`src/rtl/clock_display_scanner_pkg.sv`:
```
// clock_display_scanner_pkg
//   Shared definitions for the chess-clock display path: active-low
//   7-segment patterns ({g,f,e,d,c,b,a}), the scan digit indices, the
//   snapshot record latched once per frame, and small helpers for walking
//   and decoding the scan index.
package clock_display_scanner_pkg;

  // Active-low segment patterns, bit order {g,f,e,d,c,b,a}
  localparam logic [6:0] SEG_0     = 7'b1000000;
  localparam logic [6:0] SEG_1     = 7'b1111001;
  localparam logic [6:0] SEG_2     = 7'b0100100;
  localparam logic [6:0] SEG_3     = 7'b0110000;
  localparam logic [6:0] SEG_4     = 7'b0011001;
  localparam logic [6:0] SEG_5     = 7'b0010010;
  localparam logic [6:0] SEG_6     = 7'b0000010;
  localparam logic [6:0] SEG_7     = 7'b1111000;
  localparam logic [6:0] SEG_8     = 7'b0000000;
  localparam logic [6:0] SEG_9     = 7'b0010000;
  localparam logic [6:0] SEG_DASH  = 7'b0111111;
  localparam logic [6:0] SEG_BLANK = 7'b1111111;

  // Scan position; IDX_SU is the rightmost digit (AN[0])
  typedef enum logic [1:0] {
    IDX_SU = 2'd0,
    IDX_ST = 2'd1,
    IDX_MU = 2'd2,
    IDX_MT = 2'd3
  } digitIdx_e;

  // One frame's worth of displayed content
  typedef struct packed {
    logic [3:0] minTens;
    logic [3:0] minUnits;
    logic [3:0] secTens;
    logic [3:0] secUnits;
    logic       overflow;
  } shadow_t;

  // Scan order wraps from the leftmost digit back to the rightmost
  function automatic digitIdx_e nextIdx(input digitIdx_e idx);
    digitIdx_e result;
    result = IDX_SU;
    case (idx)
      IDX_SU:  result = IDX_ST;
      IDX_ST:  result = IDX_MU;
      IDX_MU:  result = IDX_MT;
      default: result = IDX_SU;
    endcase
    return result;
  endfunction

  // Active-low one-cold anode pattern for a scan position
  function automatic logic [3:0] anodeFor(input digitIdx_e idx);
    logic [3:0] result;
    result = 4'b1111;
    case (idx)
      IDX_SU:  result = 4'b1110;
      IDX_ST:  result = 4'b1101;
      IDX_MU:  result = 4'b1011;
      default: result = 4'b0111;
    endcase
    return result;
  endfunction

endpackage

```
`src/rtl/clock_display_scanner_bcd_to_seg.sv`:
```
// bcd_to_seg
//   Combinational BCD to active-low 7-segment decoder. Codes 10..15 are
//   not valid BCD and are shown as a lone dash so a corrupted digit is
//   visible on the display instead of looking like a real number.
// Ports:
//   bcd_i  4-bit digit code
//   seg_o  active-low segments {g,f,e,d,c,b,a}
module bcd_to_seg
  import clock_display_scanner_pkg::*;
(
  input  logic [3:0] bcd_i,
  output logic [6:0] seg_o
);

  // Straight table lookup; everything above 9 falls into the dash
  always_comb begin
    seg_o = SEG_DASH;
    case (bcd_i)
      4'd0:    seg_o = SEG_0;
      4'd1:    seg_o = SEG_1;
      4'd2:    seg_o = SEG_2;
      4'd3:    seg_o = SEG_3;
      4'd4:    seg_o = SEG_4;
      4'd5:    seg_o = SEG_5;
      4'd6:    seg_o = SEG_6;
      4'd7:    seg_o = SEG_7;
      4'd8:    seg_o = SEG_8;
      4'd9:    seg_o = SEG_9;
      default: seg_o = SEG_DASH;
    endcase
  end

endmodule

```
`src/rtl/clock_display_scanner.sv`:
```
// clock_display_scanner
//   Drives a 4-digit common-anode multiplexed 7-segment display from the
//   chess-clock timer's BCD digits. Content is snapshotted at every frame
//   boundary so a digit never changes partway through a scan, leading
//   minutes-tens zero is blanked, the separator DP blinks, and an expired
//   timer blinks the whole display with a steady DP.
// Parameters:
//   SCAN_DIV      clock cycles each digit stays lit (>= 2)
//   BLINK_FRAMES  full frames per blink half-period (>= 1)
// Ports:
//   CLK        system clock, rising edge
//   CLR        asynchronous active-low reset
//   CE         enable; low freezes all state and blanks the display
//   sec_units, sec_tens, min_units, min_tens  BCD digits from the timer
//   OVERFLOW   timer expired flag
//   SEG        active-low segments {g,f,e,d,c,b,a}
//   DP         active-low decimal point
//   AN         active-low anodes, AN[0] = rightmost digit
module clock_display_scanner
  import clock_display_scanner_pkg::*;
#(
  parameter int SCAN_DIV     = 50000,
  parameter int BLINK_FRAMES = 125
) (
  input  logic       CLK,
  input  logic       CLR,
  input  logic       CE,
  input  logic [3:0] sec_units,
  input  logic [3:0] sec_tens,
  input  logic [3:0] min_units,
  input  logic [3:0] min_tens,
  input  logic       OVERFLOW,
  output logic [6:0] SEG,
  output logic       DP,
  output logic [3:0] AN
);

  localparam int DIV_W   = (SCAN_DIV > 1) ? $clog2(SCAN_DIV) : 1;
  localparam int FRAME_W = (BLINK_FRAMES > 1) ? $clog2(BLINK_FRAMES) : 1;
  localparam logic [DIV_W-1:0]   DIV_LAST   = DIV_W'(SCAN_DIV - 1);
  localparam logic [FRAME_W-1:0] FRAME_LAST = FRAME_W'(BLINK_FRAMES - 1);

  logic [DIV_W-1:0]   divCnt_q, divCnt_d;
  digitIdx_e          idx_q, idx_d;
  logic [FRAME_W-1:0] frameCnt_q, frameCnt_d;
  logic               phase_q, phase_d;
  shadow_t            shadow_q, shadow_d;
  logic [6:0]         seg_q, seg_d;
  logic [3:0]         an_q, an_d;
  logic               dp_q, dp_d;

  logic               divTerm;
  logic               frameEdge;
  logic               blinkWrap;
  logic [3:0]         curDigit;
  logic [6:0]         rawSeg;

  // Event strobes; all are gated by CE so a frozen scanner never advances
  assign divTerm   = CE && (divCnt_q == DIV_LAST);
  assign frameEdge = divTerm && (idx_q == IDX_MT);
  assign blinkWrap = frameEdge && (frameCnt_q == FRAME_LAST);

  // Next state of the prescaler, scan index, blink counters and shadows.
  // The snapshot and any phase toggle share the frame-boundary edge so
  // they always take effect together.
  always_comb begin
    divCnt_d   = divCnt_q;
    idx_d      = idx_q;
    frameCnt_d = frameCnt_q;
    phase_d    = phase_q;
    shadow_d   = shadow_q;
    if (CE) begin
      divCnt_d = divTerm ? '0 : divCnt_q + DIV_W'(1);
    end
    if (divTerm) begin
      idx_d = nextIdx(idx_q);
    end
    if (frameEdge) begin
      shadow_d   = '{minTens:  min_tens,  minUnits: min_units,
                     secTens:  sec_tens,  secUnits: sec_units,
                     overflow: OVERFLOW};
      frameCnt_d = blinkWrap ? '0 : frameCnt_q + FRAME_W'(1);
    end
    if (blinkWrap) begin
      phase_d = ~phase_q;
    end
  end

  // Pick the shadowed digit for the position currently being scanned
  always_comb begin
    curDigit = 4'd0;
    case (idx_q)
      IDX_SU:  curDigit = shadow_q.secUnits;
      IDX_ST:  curDigit = shadow_q.secTens;
      IDX_MU:  curDigit = shadow_q.minUnits;
      default: curDigit = shadow_q.minTens;
    endcase
  end

  bcd_to_seg uDecode (
    .bcd_i (curDigit),
    .seg_o (rawSeg)
  );

  // Output pattern for the next cycle. Blanking priority: disabled, then
  // overflow off-phase, then the leading minutes-tens zero. The anodes
  // keep scanning while only the segments are blanked.
  always_comb begin
    seg_d = rawSeg;
    an_d  = anodeFor(idx_q);
    dp_d  = 1'b1;
    if (!CE) begin
      seg_d = SEG_BLANK;
      an_d  = 4'b1111;
    end else if (shadow_q.overflow && !phase_q) begin
      seg_d = SEG_BLANK;
    end else if ((idx_q == IDX_MT) && (shadow_q.minTens == 4'd0)) begin
      seg_d = SEG_BLANK;
    end
    if (CE && (idx_q == IDX_MU) && (shadow_q.overflow || phase_q)) begin
      dp_d = 1'b0;
    end
  end

  // State and output registers
  always_ff @(posedge CLK or negedge CLR) begin
    if (!CLR) begin
      divCnt_q   <= '0;
      idx_q      <= IDX_SU;
      frameCnt_q <= '0;
      phase_q    <= 1'b0;
      shadow_q   <= '0;
      seg_q      <= SEG_BLANK;
      an_q       <= 4'b1111;
      dp_q       <= 1'b1;
    end else begin
      divCnt_q   <= divCnt_d;
      idx_q      <= idx_d;
      frameCnt_q <= frameCnt_d;
      phase_q    <= phase_d;
      shadow_q   <= shadow_d;
      seg_q      <= seg_d;
      an_q       <= an_d;
      dp_q       <= dp_d;
    end
  end

  assign SEG = seg_q;
  assign AN  = an_q;
  assign DP  = dp_q;

endmodule
```
`config.mk`:
```
export PLATFORM = sky130hd
export DESIGN_NAME = clock_display_scanner
export DESIGN_NICKNAME = d
export VERILOG_FILES = /design/src/rtl/clock_display_scanner_pkg.sv /design/src/rtl/clock_display_scanner_bcd_to_seg.sv /design/src/rtl/clock_display_scanner.sv
export SDC_FILE = /design/constraint.sdc
export NUM_CORES = 1
export LEC_CHECK = 0
export BUFFER_PORTS_ARGS = -buffer_cell sky130_fd_sc_hd__buf_2
export CORE_ASPECT_RATIO = 1.1
export CORE_MARGIN = 5
export CORE_UTILIZATION = 55
export CTS_CLUSTER_SIZE = 40
export DETAILED_ROUTE_END_ITERATION = 8
export GPL_TIMING_DRIVEN = 0
export PLACE_DENSITY = 0.76
export SLEW_MARGIN = 20
export SYNTH_ARGS = -nofsm -noshare
export SYNTH_HDL_FRONTEND = slang
export SYNTH_HIERARCHICAL = 1
export SYNTH_SLANG_ARGS = --single-unit
```
`constraint.sdc`:
```
create_clock -name CLK -period 6.4 [get_ports CLK]
set_input_delay 0.32 -clock CLK [delete_from_list [all_inputs] [get_ports CLK]]
set_output_delay 0.32 -clock CLK [all_outputs]
set_load 0.02 [all_outputs]
```
# --- Word level (Yosys, flattened, before mapping) ---
# Memory sizes are Yosys's and may differ from the RTL's.
# Cells that the tools add are included.
word_totals:
  register_bits: 55
  romBits: 112
  out_inout_bits: 12
  n_memories: 1
classes:
  addsub: 2
  eq_ne: 5
  muxes: 10
  n_bitwise: 1
  reduce_logical: 11
mem_list:
  columns: ["memory", "depth", "word_bits", "rd", "rd_ports_with_merged_regs", "wr", "line_no", "text"]
  rows:
  - ["(name not given)", 16, 7, 1, 0, 0, "clock_display_scanner_bcd_to_seg.sv:18", "case (bcd_i)"]
ops:
  columns: ["op", "n"]
  rows:
  - ["$mux 7", 4]
  - ["$pmux 4 s3", 2]
  - ["$add 16x1->16 const B", 1]
  - ["$eq 16x16->1 const B", 1]
  - ["$mux 16", 1]
  - ["$add 7x1->7 const B", 1]
  - ["$eq 7x7->1 const B", 1]
  - ["$logic_and 1x1->1", 7]
  - ["$pmux 2 s3", 1]
  - ["$eq 2x2->1 const B", 2]
  - ["$logic_not 4->1", 1]
  - ["$mux 4", 1]
  - ["$eq 2x1->1 const B", 1]
  - ["$logic_not 2->1", 1]
  - ["$logic_not 1->1", 1]
  - ["$logic_or 1x1->1", 1]
  - ["$mux 1", 1]
  - ["$not 1->1", 1]

# --- Longest topological paths before layout ---
# Gate-level depths: netlist (run 1).
# An unclocked memory read counts as a cell.
depth:
  depth_word: 6
  mapped_depth: 10
  mapped_depth_nobuf: 9

# --- Cells and area by module ---
# Netlist (run 1), hierarchy kept.
by_module_without_submodules:
  columns: ["module", "n_inst", "cells_per_inst", "area_each_um2"]
  rows:
  - ["clock_display_scanner", 1, 215, 2590.0]
  - ["bcd_to_seg", 1, 31, 224.0]

# --- Worst setup path before layout (run 1) ---
# No wires, ideal clock.
synth_path:
  path_kind: "reg2reg"
  from: "reg idx_q[0]"
  to: "reg seg_q[3] (netlist: SEG[3])"
  arrival_ps: 2233
  path_slack_ps: 4083
  stages_incl_launch_ff: 10
  n_path_buf: 1
  path_cell_list: "dfrtp_1 > ha_1 > clkbuf_1 > inv_1 > mux2i_1 > inv_1 > ha_1 > and3b_1 > a21oi_1 > or2_2"
synth_between:
  elab_chain_cells: 6
  word_cells_on_any_way: 10
synth_lines:
  columns: ["element", "line_no", "text"]
  rows:
  - ["start: declaration", "clock_display_scanner.sv:44", "digitIdx_e idx_q, idx_d;"]
  - ["start signal: assignment", "clock_display_scanner.sv:138", "idx_q <= idx_d;"]
  - ["$eq 2x2->1 (tied with other cells)", "clock_display_scanner.sv:92", "case (idx_q)"]
  - ["$pmux 4 s3 *", "clock_display_scanner.sv:92", null]
  - ["net curDigit[1]", "clock_display_scanner.sv:55", "logic [3:0] curDigit;"]
  - ["$mem_v2 16x7 *", null, null]
  - ["net rawSeg[3]", "clock_display_scanner.sv:56", "logic [6:0] rawSeg;"]
  - ["$mux 7 *", "clock_display_scanner.sv:117", "end else if ((idx_q == IDX_MT) && (shadow_q.minTens == 4'd0)) begin"]
  - ["$mux 7 *", "clock_display_scanner.sv:115", "end else if (shadow_q.overflow && !phase_q) begin"]
  - ["$mux 7 *", "clock_display_scanner.sv:112", "if (!CE) begin"]
  - ["net seg_d[3]", "clock_display_scanner.sv:48", "logic [6:0] seg_q, seg_d;"]
  - ["end signal: assignment", "clock_display_scanner.sv:142", "seg_q <= seg_d;"]
  - ["end: declaration", "clock_display_scanner.sv:48", null]
# The timed path passes the listed nets; every way through them passes the cells marked *.
# A chain may end at the register's enable or synchronous reset.

# --- Worst setup path after layout (run 1) ---
# Same ends and word-level chain as after synthesis.

==> results_dict.tcl, run 1 <==
set metrics [dict create \
    combPwrFrac 0.082 \
    synth_edf_count 0 \
    power_density_nw_per_um2 200 \
    r2r_slack_ns 3.65 \
    final_util 0.625 \
    path_class "reg -> reg" \
    syn_area_per_cell_um2 11.4 \
    grt-ovfl-total 0 \
    path_cells "ha_1, clkbuf_1, inv_1, mux2i_1, inv_1, ha_1, and3b_1, a21oi_1, or2_2" \
    fin_crit_ns 2.75 \
    syn-instance-count 246 \
    setup_tns_ns 0 \
    rsz0062_at_grt "false" \
    cap_violations 0 \
    clock_skew_ns 0.00909 \
    synth_area_leaders "dfrtp_1, dfstp_2, mux2_4" \
    clock-sinks 55 \
    post-cts-setup-buffers 0 \
    min_path_type "in -> async" \
    vias_per_cell 5.63 \
    synth_top_area_share 0.382 \
    fin_cells 343 \
    critPathRequiredTime_ns 6.64 \
    yosysSeqAreaShare 0.494 \
    fp-row-count 27 \
    gp_congestion 0.807 \
    worstPathMaxFanout 10 \
    post_cts_resized 0 \
    final-hold-violation-count 0 \
    ctsHoldBuffers 0 \
    synthFlopType "dfrtp_1" \
    firstDrtPassIters 5 \
    clock_latency_ns 0.31 \
    cts_tree "done" \
    wl_per_cell_um 14.7 \
    diodes 0 \
    yosysTopAreaCell "dfrtp_1" \
    antenna_found_initial 0 \
    status "completed" \
    port_buffers 31 \
    netlist_area_um2 2810 \
    placed_cell_area_um2 3040 \
    cts_buffers 5 \
    cts_max_level 2 \
    drt.antenna.violating_nets 0 \
    seq_power_share 0.626 \
    switching_power_mw 0.156 \
    start_util 0.563 \
    pin_count 32 \
    nets 316 \
    finalCritPeriodShare 0.430 \
    grt_pass1_vias 1930 \
    post-dp-hpwl_um 3660 \
    arrival_ns 2.99 \
    p_clk_frac 0.292 \
    finalWirelength_um 5060 \
    crit_family "buffers and inverters" \
    core_area_um2 5000 \
    yosysWarnings 6 \
    async_reset_ff_frac 1.00 \
    drc 0 \
    maxSlewHeadroom 0.566 \
    cp_num_buf_inv 3 \
    synth_cell_types 51 \
    clk_path_buf_depth 2 \
    leakagePower_nw 1.53 \
    p_int_mw 0.468 \
    netSwitchingFraction 0.250 \
    fmax_ghz 0.364 \
    setup_viol 0 \
    dr.first_iter.drc_count 68 \
    grt_max_degree 56 \
    grt_usage 0.166 \
    root_buffer "clkbuf_8" \
    clk_pin_slew_ns 0.09 \
    grt_first_pass_wirelength_um 8830 \
    synth.most_common_cell "dfrtp_1" \
    die_height_um 85.0 \
    routed-via-count 1932 \
    syn-num-nets 278 \
    die_w_um 78.2 \
    vdd_drop_max_v 0.0000826 \
    dpl.cell_count 335 \
    dieArea_um2 6650 \
    crit_path_max_incr_delay_ns 0.52 \
    end_kind "flop" \
    drive_above_1_share 0.291 \
    final_cell_area_um2 3130 \
    crit_slowest_cell "mux2i_1" \
    netlist_top_cells_count "dfrtp_1, inv_1, mux2_4" \
    max_slew.worst_pin.slew_ns 0.651 \
    synthToLayoutAreaGrowth_pct 11.1 \
    slew_viol_final 0 \
    synth_seq_cells 55 \
    cp-start-kind "flop" \
]
## area by class of cell
type,instances,area (um^2)
tap,58,72.6
multi-input combinational,168,1310
fill,384,1870
clock buffer,7,76.3
sequential,55,1390
timing repair buffer,31,158
clock inverter,1,5.00
buffer,8,53.8
inverter,15,56.3
## kinds of logic after synthesis
kind of cell             Yosys count  share of synthesized area
adder cells (fa/ha/maj)           12                     0.0534
multiplexers                      23                      0.109
buffers and inverters             23                     0.0391
XOR/XNOR                          13                     0.0405
flip-flops                        55                      0.494
AO/OA/AOI/OAI                     39                     0.0920
AND/OR/NAND/NOR                   81                      0.171
## power by group through the flow
stage               combinational, mW  sequential, mW  clock (mW)
finish                         0.0515           0.390       0.182
global route                   0.0593           0.394       0.202
CTS                            0.0528           0.390       0.189
detailed placement             0.0531           0.396           0
global placement               0.0492           0.396           0
floorplan                      0.0285           0.393           0
## worst paths after layout
kind	from	to	cells past startpoint
setup / recovery	idx_q[0]	SEG[3]	9
hold / removal	CLR	shadow_q[6]	1
setup reg to reg	idx_q[0]	SEG[3]	9
hold reg to reg	phase_q	DP	1
max in group asynchronous	CLR	frameCnt_q[3]	1
min in group CLK	min_units[2]	shadow_q[11]	2
## registers in the layout, indices dropped and copies added (netlist names)
name and cells:
divCnt_q 16, SEG 7, AN 4, phase_q 1, DP 1, idx_q 2, frameCnt_q 7, shadow_q 17
## through the flow
stage / worst slack, ns / power (mW) / hold WS, ns
2_1_floorplan: 4.08 / 0.422 / 0.0244
3_3_place_gp: 3.70 / 0.445 / 0.459
3_5_place_dp: 3.67 / 0.449 / 0.399
4_1_cts: 3.65 / 0.632 / 0.0603
5_1_grt: 3.35 / 0.656 / 0.104
6_report: 3.65 / 0.624 / 0.0343
## placed cells by master, fill, tap and decap left out, drive strengths merged, types with 8 or more instances in the layout
master and count:
dfrtp 43, xnor2 8, clkbuf 11, buf 35
nand4 8, nand2 14, mux2 17, or2 9
inv 15, o21ai 9, nand3 10, nor2 13
a21oi 9, ha 12, dfstp 12
## metal layers
metal | share of wire | track usage
met1 | 0.44 | 0.207
met2 | 0.51 | 0.293
met3 | 0.042 | 0.0329
met4 | 0.011 | 0.0477
met5 | 0 | 0
No activity file was read; power rests on OpenSTA's default activity.
==> run 2: changes to the inputs <==
- clock period: 6.4 -> 2.8 ns (I/O delays scaled with it)
==> run 2 against run 1 <==
Register-to-register slack got worse by 3.4 ns. Sequential share of layout area is 0.37 points lower. Fmax increased by 9.1%. Hold slack improved by 0.026 ns. Clock power up 130%. Clock skew barely moved. Final cell count grew 0.29%. Utilization up 0.53 points. Power is 130% higher. Combinational power is 130% higher.
==> results_dict.tcl, run 2 (same netlist as run 1, synthesis figures left out) <==
set metrics [dict create \
    path_class "reg -> reg" \
    regMostFlops "shadow_q" \
    grt-ovfl-total 0 \
    min_path_cells 2 \
    arrival_ns 2.76 \
    routed-via-count 1950 \
    grt_first_pass_wirelength_um 8850 \
    vias_per_cell 5.67 \
    clk_path_buf_depth 2 \
    min_path_type "in -> reg" \
    drive_above_1_share 0.297 \
    place_ws_ns 0.0702 \
    worstPathMaxFanout 10 \
    fmax_ghz 0.397 \
    cts_buffers 5 \
    timing.final.ws_setup_ns 0.279 \
    setup_tns_ns 0 \
    gp_congestion 0.807 \
    finalWirelength_um 5090 \
    cap_violations 0 \
    largest_reg_flops 17 \
    dr.first_iter.drc_count 77 \
    fin_crit_ns 2.52 \
    end_kind "flop" \
    cts_tree "done" \
    diodes 0 \
    critPathRequiredTime_ns 3.04 \
    vdd_drop_max_v 0.000189 \
    wl_per_cell_um 14.8 \
    start_util 0.563 \
    cts_max_level 2 \
    post-cts-setup-buffers 0 \
    leakagePower_nw 1.53 \
    setup_viol 0 \
    rsz0062_at_grt "false" \
    status "completed" \
    reg2regPathDepth 9 \
    reg_top3 "shadow_q x17, divCnt_q x16" \
    maxSlewHeadroom 0.566 \
    final_common_cell "dfrtp_1" \
    core_area_um2 5000 \
    drc 0 \
    synthToLayoutAreaGrowth_pct 12.0 \
    clk_pin_slew_ns 0.09 \
    clock_skew_ns 0.00868 \
    die_w_um 78.2 \
    port_buffers 31 \
    die_height_um 85.0 \
    cp-start-kind "flop" \
    final_cell_area_um2 3150 \
    final-hold-violation-count 0 \
    dieArea_um2 6650 \
    max_slew.worst_pin.slew_ns 0.651 \
    final_cell_mix "dfrtp_1, buf_2, inv_1, mux2_4" \
    grt_max_degree 56 \
    pin_count 32 \
    grt_pass1_vias 1936 \
    root_buffer "clkbuf_8" \
    placed_cell_area_um2 3040 \
    slew_viol_final 0 \
    fp-row-count 27 \
    power_density_nw_per_um2 453 \
    antenna_found_initial 0 \
    post-dp-hpwl_um 3660 \
    nets 317 \
    clock_latency_ns 0.30 \
    drt.antenna.violating_nets 0 \
    clock-sinks 55 \
    firstDrtPassIters 4 \
    grt_usage 0.167 \
    finalCritPeriodShare 0.900 \
]
==> run 2: path summary, 6_finish.rpt <==
check / start / to / slack, ns
max in group asynchronous: CLR / frameCnt_q[4] / 1.95
max: idx_q[0] / SEG[3] / 0.28
min in group asynchronous: CLR / shadow_q[6] / 0.42
min reg2reg: phase_q / DP / 0.47
min: min_units[2] / shadow_q[11] / 0.06
max reg2reg: idx_q[0] / SEG[3] / 0.28
==> run 2: final cells by class <==
type,instances,area (um^2)
inverter,15,56.3
buffer,8,53.8
clock buffer,7,76.3
tap,58,72.6
clock inverter,1,5.00
fill,382,1850
sequential,55,1390
timing repair buffer,32,168
multi-input combinational,168,1330
==> run 2: power breakdown <==
group / total [mW] / internal (mW) / switching (mW)
Combinational: 0.119 / 0.0553 / 0.0638
Sequential: 0.893 / 0.840 / 0.0534
Clock: 0.415 / 0.176 / 0.239
Total: 1.43 / 1.07 / 0.357
==> run 2: metrics by stage <==
stage	total power, mW	hold slack (ns)	util	instances
finish	1.43	0.0602	0.630	344
global route	1.50	0.0480	0.630	344
CTS	1.45	0.0572	0.627	344
detailed placement	1.03	0.219	0.609	335
global placement	1.02	0.372	0.608	335
floorplan	0.964	-0.156	-	246
==> run 2: what timing repair did <==
| item | 4_1_cts | 5_1_grt |
|---|---|---|
| endpoints found under the hold margin | 43 | 0 |
| hold buffers | 1 | 0 |
| setup endpoints to repair | 0 | 5 |
| gates resized for setup | 0 | 3 |
==> run 2: critical path, stage by stage (launching register included) <==
cell and delay, ns:
dfrtp_1 0.42, ha_1 0.21, clkbuf_1 0.22, inv_1 0.30, mux2i_4 0.38, inv_1 0.13
ha_1 0.30, and3b_1 0.16, a21oi_1 0.04, or2_2 0.29
==> run 2: per-layer routing <==
metal  global-route usage  up-vias  wire, um
met5                    0        -         0
met4               0.0477        0        54
met3               0.0329        4       179
met2                0.294       30      2590
met1                0.207      969      2260
li1                     -      947         -
